===== src/rtl/serial_sub_pkg.sv =====
// serial_sub_pkg: shared types and constants for the bit-serial subtractor.
// Holds the FSM state encoding and the default operand width.
package serial_sub_pkg;

   localparam int W_DEF = 8;

   typedef enum logic [1:0] {
      IDLE,
      SHIFT,
      DONE
   } sub_state_t;

endpackage


===== src/rtl/serial_sub_if.sv =====
// serial_sub_if: start/done handshake and operand/result bus.
// master drives start/a/b; slave returns busy/done/diff/bout.
interface serial_sub_if
   import serial_sub_pkg::*;
#(
   parameter int W = W_DEF
);

   logic         start;
   logic [W-1:0] a;
   logic [W-1:0] b;
   logic         busy;
   logic         done;
   logic [W-1:0] diff;
   logic         bout;

   modport master (
      output start, a, b,
      input  busy, done, diff, bout
   );

   modport slave (
      input  start, a, b,
      output busy, done, diff, bout
   );

endinterface


===== src/rtl/serial_sub_full_sub.sv =====
// full_sub: combinational 1-bit full subtractor cell.
// Ports: a, b, bin in; d (difference), bo (borrow out) out.
module full_sub (
   input  logic a,
   input  logic b,
   input  logic bin,
   output logic d,
   output logic bo
);

   assign d  = a ^ b ^ bin;
   assign bo = (~a & b) | (~(a ^ b) & bin);

endmodule


===== src/rtl/serial_sub.sv =====
// serial_sub: bit-serial unsigned a - b, LSB first, one bit per clock.
// Ports: clk, rst (sync, active-high); io slave: start,a,b -> busy,done,diff,bout.
module serial_sub
   import serial_sub_pkg::*;
#(
   parameter int W = W_DEF
) (
   input logic        clk,
   input logic        rst,
   serial_sub_if.slave io
);

   localparam int CW = $clog2(W);

   sub_state_t   state;
   sub_state_t   nxt;
   logic [W-1:0] ra;
   logic [W-1:0] rb;
   logic [W-1:0] rd;
   logic         brw;
   logic [CW-1:0] cnt;
   logic         last;
   logic         d;
   logic         bo;

   assign last = (cnt == CW'(W - 1));

   full_sub u_cell (
      .a   (ra[0]),
      .b   (rb[0]),
      .bin (brw),
      .d   (d),
      .bo  (bo)
   );

   always_ff @(posedge clk) begin
      if (rst) begin
         state <= IDLE;
      end else begin
         state <= nxt;
      end
   end

   always_comb begin
      nxt = state;
      unique case (state)
         IDLE:    if (io.start) nxt = SHIFT;
         SHIFT:   if (last) nxt = DONE;
         DONE:    nxt = IDLE;
         default: nxt = IDLE;
      endcase
   end

   always_ff @(posedge clk) begin
      if (rst) begin
         ra  <= '0;
         rb  <= '0;
         rd  <= '0;
         brw <= 1'b0;
         cnt <= '0;
      end else begin
         unique case (state)
            IDLE: begin
               if (io.start) begin
                  ra  <= io.a;
                  rb  <= io.b;
                  brw <= 1'b0;
                  cnt <= '0;
               end
            end
            SHIFT: begin
               ra  <= ra >> 1;
               rb  <= rb >> 1;
               // result enters at the MSB; W shifts align bit 0
               rd  <= {d, rd[W-1:1]};
               brw <= bo;
               // hold on the final bit so the counter never wraps
               if (!last) cnt <= cnt + CW'(1);
            end
            default: ;
         endcase
      end
   end

   assign io.busy = (state != IDLE);
   assign io.done = (state == DONE);
   assign io.diff = rd;
   assign io.bout = brw;

endmodule


===== src/flat_wrapper.sv =====
// flat-port wrapper written by rule: the top's interface ports become plain ports
module serial_sub_flat import serial_sub_pkg::*;
#(
   parameter int W = W_DEF
)
  (clk, rst, io_start, io_a, io_b, io_busy, io_done, io_diff, io_bout);
  serial_sub_if #(.W(W)) io_i ();
  input logic clk;
  input logic rst;
  input wire logic [$bits(io_i.start)-1:0] io_start;
  input wire logic [$bits(io_i.a)-1:0] io_a;
  input wire logic [$bits(io_i.b)-1:0] io_b;
  output wire logic [$bits(io_i.busy)-1:0] io_busy;
  output wire logic [$bits(io_i.done)-1:0] io_done;
  output wire logic [$bits(io_i.diff)-1:0] io_diff;
  output wire logic [$bits(io_i.bout)-1:0] io_bout;
  assign io_i.start = io_start;
  assign io_i.a = io_a;
  assign io_i.b = io_b;
  assign io_busy = io_i.busy;
  assign io_done = io_i.done;
  assign io_diff = io_i.diff;
  assign io_bout = io_i.bout;
  serial_sub #(.W(W)) u_core (.clk(clk), .rst(rst), .io(io_i));
endmodule

===== config.mk =====
export PLATFORM = sky130hd
export DESIGN_NAME = serial_sub_flat
export DESIGN_NICKNAME = d
export VERILOG_FILES = /design/src/rtl/serial_sub_pkg.sv /design/src/rtl/serial_sub_if.sv /design/src/rtl/serial_sub_full_sub.sv /design/src/rtl/serial_sub.sv /design/src/flat_wrapper.sv
export SDC_FILE = /design/constraint.sdc
export NUM_CORES = 1
export LEC_CHECK = 0
export CAP_MARGIN = 20
export CELL_PAD_IN_SITES_DETAIL_PLACEMENT = 0
export CELL_PAD_IN_SITES_GLOBAL_PLACEMENT = 2
export CORE_MARGIN = 1.5
export CORE_UTILIZATION = 30
export DETAILED_ROUTE_END_ITERATION = 10
export GPL_ROUTABILITY_DRIVEN = 0
export GPL_TIMING_DRIVEN = 0
export MAX_ROUTING_LAYER = met4
export PLACE_DENSITY_LB_ADDON = 0.1
export SETUP_SLACK_MARGIN = 0.3
export SKIP_LAST_GASP = 1
export SLEW_MARGIN = 20
export SYNTH_ARGS = -nofsm -noshare
export SYNTH_HDL_FRONTEND = slang
export SYNTH_SLANG_ARGS = --single-unit
export TNS_END_PERCENT = 10

===== constraint.sdc =====
create_clock -name clk -period 1.5 [get_ports clk]
set_input_delay 0.3 -clock clk [delete_from_list [all_inputs] [get_ports clk]]
set_output_delay 0.3 -clock clk [all_outputs]
set_load 0.02 [all_outputs]

==> run metrics <==
FF-to-FF Start u_core.state[0]; Tcrit/Tclk final 98.42%; clock slew at reported path FFs 0.06 ns; Initial Util 31.72%; RSZ-0062 raised after global routing yes; Synth Area per Inst 9.930 um^2; synth top area cells dfxtp_1, mux2i_1, a211oi_2; Crit Path Max Fanout 3; final net count 203; CP startpoint kind flip-flop; max_slew headroom 57.29%; Fmax 677.3 MHz; area grow syn2layout 39.14%; CP arrival 1.18 ns; site row count 24; CORE AREA 0.004414 mm^2; DRC viols 0; Worst Clk Skew 0.006940 ns; post-route ant nets 0; total track usage 13.69%; Horiz. Die Dim 71.32 um; WL final 3.147 mm; crit path kind flip-flop to output pin; vias per cell 4.799; PD cells 951.8 mW/mm^2; final worst slack 0.02364 ns; Syn. warnings 0; count of unique library cells instantiated by Yosys 29; crit path cell chain buf_6, buf_8, or2_4, buf_6; Clock Sinks 30; most used cell, CP buf_6; cell area after synthesis 0.001400 mm^2; DP HPWL 2.145 mm; area leader, netlist dfxtp_1; global route overflow 0; die area 0.005086 mm^2; Critical path origin u_core.state[0]; synthesized flop and latch total 30; Hold Crit Class input pin to flip-flop; Worst EP required 1.20 ns; port bufs 28; sequential element share of the synthesized area 42.90%; CP endpoint kind output pin; initial antenna violation count 0; Hold Fails Final Rpt 0; CTS root buffer clkbuf_8; global-route wire length before repair 5.244 mm; detailed-route wire length per cell 13.45 um; DR iter-0 viols 48; Synth top area share 42.90%; IO Pins 30; clk buf depth 2; largest net degree at the start of global routing 11; Slew @ Worst Pin 0.6406 ns; Post-Synthesis Net Count 163; fin crit period 1.476 ns; Clock Latency Late Sink 0.28 ns; diode count 0; Min Hold Slack 0.4420 ns; height of the die 71.32 um; post-layout util 44.13%; slowest cell on the critical path dfxtp_2; # Max-Cap Violations 0; layout cells sized above 1 24.73%; status complete, no violations; Static Leak 0.7614 nW; H-tree lvl count 2; Hold Crit Start rst; post-cts hold buffer count 0; router iterations before antenna repair 4; CTS tree built; vias in the first global route 1122; reg2reg setup slack 0.23 ns; Syn Inst Count 141; Post-Place Setup Slack -0.2134 ns; worst vdd ir 394.2 uV; Num CTS Buffers 5; Final Slew Violations 0; via count 1123; biggest cell delay along the critical path 0.33 ns; Setup violations, final 0
layer usage:
layer	share of wire [%]	vias up	GRT usage [%]
li1	-	576	-
met1	52	519	18.58
met2	43	23	19.34
met3	3.7	5	3.516
met4	1.1	0	5.660
met5	0	-	-
area by class of cell:
type	instances	area, um^2
plain buffers	12	128.9
clock buffers	7	86.33
clock inverters	1	5.005
fillers	445	2466
inverters	1	3.754
multi-input cells	98	744.5
flip-flops and latches	30	605.6
well taps	52	65.06
repair buffers	33	309.0
state kept, by name, indices dropped and copies added (netlist names):
name and cells:
u_core.rb 8, u_core.io.bout 1, u_core.ra 8, u_core.io.diff 8
u_core.cnt 3, u_core.state 2
path summary, 6_finish.rpt:
kind | cells after the start | to
max | 4 | io_busy
min | 2 | u_core.io.bout
max reg2reg | 5 | u_core.ra[6]
min reg2reg | 2 | u_core.io.diff[0]
power breakdown:
| part | internal, mW | total (mW) | switching, mW |
|---|---|---|---|
| registers | 0.844 | 0.876 | 0.0322 |
| logic | 0.170 | 0.314 | 0.145 |
| clock network | 0.370 | 0.663 | 0.294 |
placed cells by master (no fill, tap or decap), types with 3 or more instances in the layout:
cell type	instances
a21oi_1	10
nand2_1	17
nor2_2	7
clkbuf_1	5
a211oi_1	9
clkdlybuf4s50_1	17
a211oi_2	7
dfxtp_1	28
a31oi_1	3
mux2i_1	14
buf_4	5
dlygate4sd2_1	9
nand3_1	4
nor2_1	11
clkbuf_8	7
buf_6	6
worst max-delay path, delay by kind of cell (launching register included):
kind	cells	cell delay, ns
and+or+nand+nor	1	0.22
DFF	1	0.33
buffers and inverters	3	0.36
synthesized netlist by cell type, drive strengths merged:
| library cell | number |
|---|---|
| nor4b | 1 |
| nand3 | 4 |
| o21ba | 1 |
| a211oi | 16 |
| a31oi | 3 |
| or2 | 1 |
| nand2 | 17 |
| buf | 7 |
| clkbuf | 5 |
| o21bai | 1 |
| nor3b | 1 |
| fa | 1 |
| dfxtp | 30 |
| or2b | 1 |
| a22oi | 1 |
| ha | 2 |
| inv | 1 |
| nand4bb | 2 |
| mux2i | 14 |
| o21ai | 2 |
| a21oi | 10 |
| nor2 | 18 |
| nor2b | 2 |
cell families (layout without fill, tap and decap cells):
logic type / after synthesis / after routing / synth area share [%]
mux: 14 / 14 / 10.01
simple gates: 47 / 47 / 17.07
flops: 30 / 30 / 42.90
compound gates: 34 / 34 / 18.50
buf+inv: 13 / 54 / 8.310
fa+ha+maj: 3 / 3 / 3.217
per-stage QoR:
stage          cells  area [um^2]  setup TNS (ns)  power, mW
6_report         234         1948               0      1.854
5_1_grt          234         1948       -0.008100      1.951
4_1_cts          232         1867               0      1.870
3_5_place_dp     221         1748          -1.926      1.191
3_3_place_gp     221         1748          -1.526      1.183
2_1_floorplan    141         1403               0      1.087
repair_timing:
| action | CTS | global route |
|---|---|---|
| pin swaps | 1 | 1 |
| setup endpoints to repair | 29 | 40 |
| gates resized for setup | 25 | 13 |
| buffers inserted | 3 | 2 |
No activity file was read; power rests on OpenSTA's default activity.
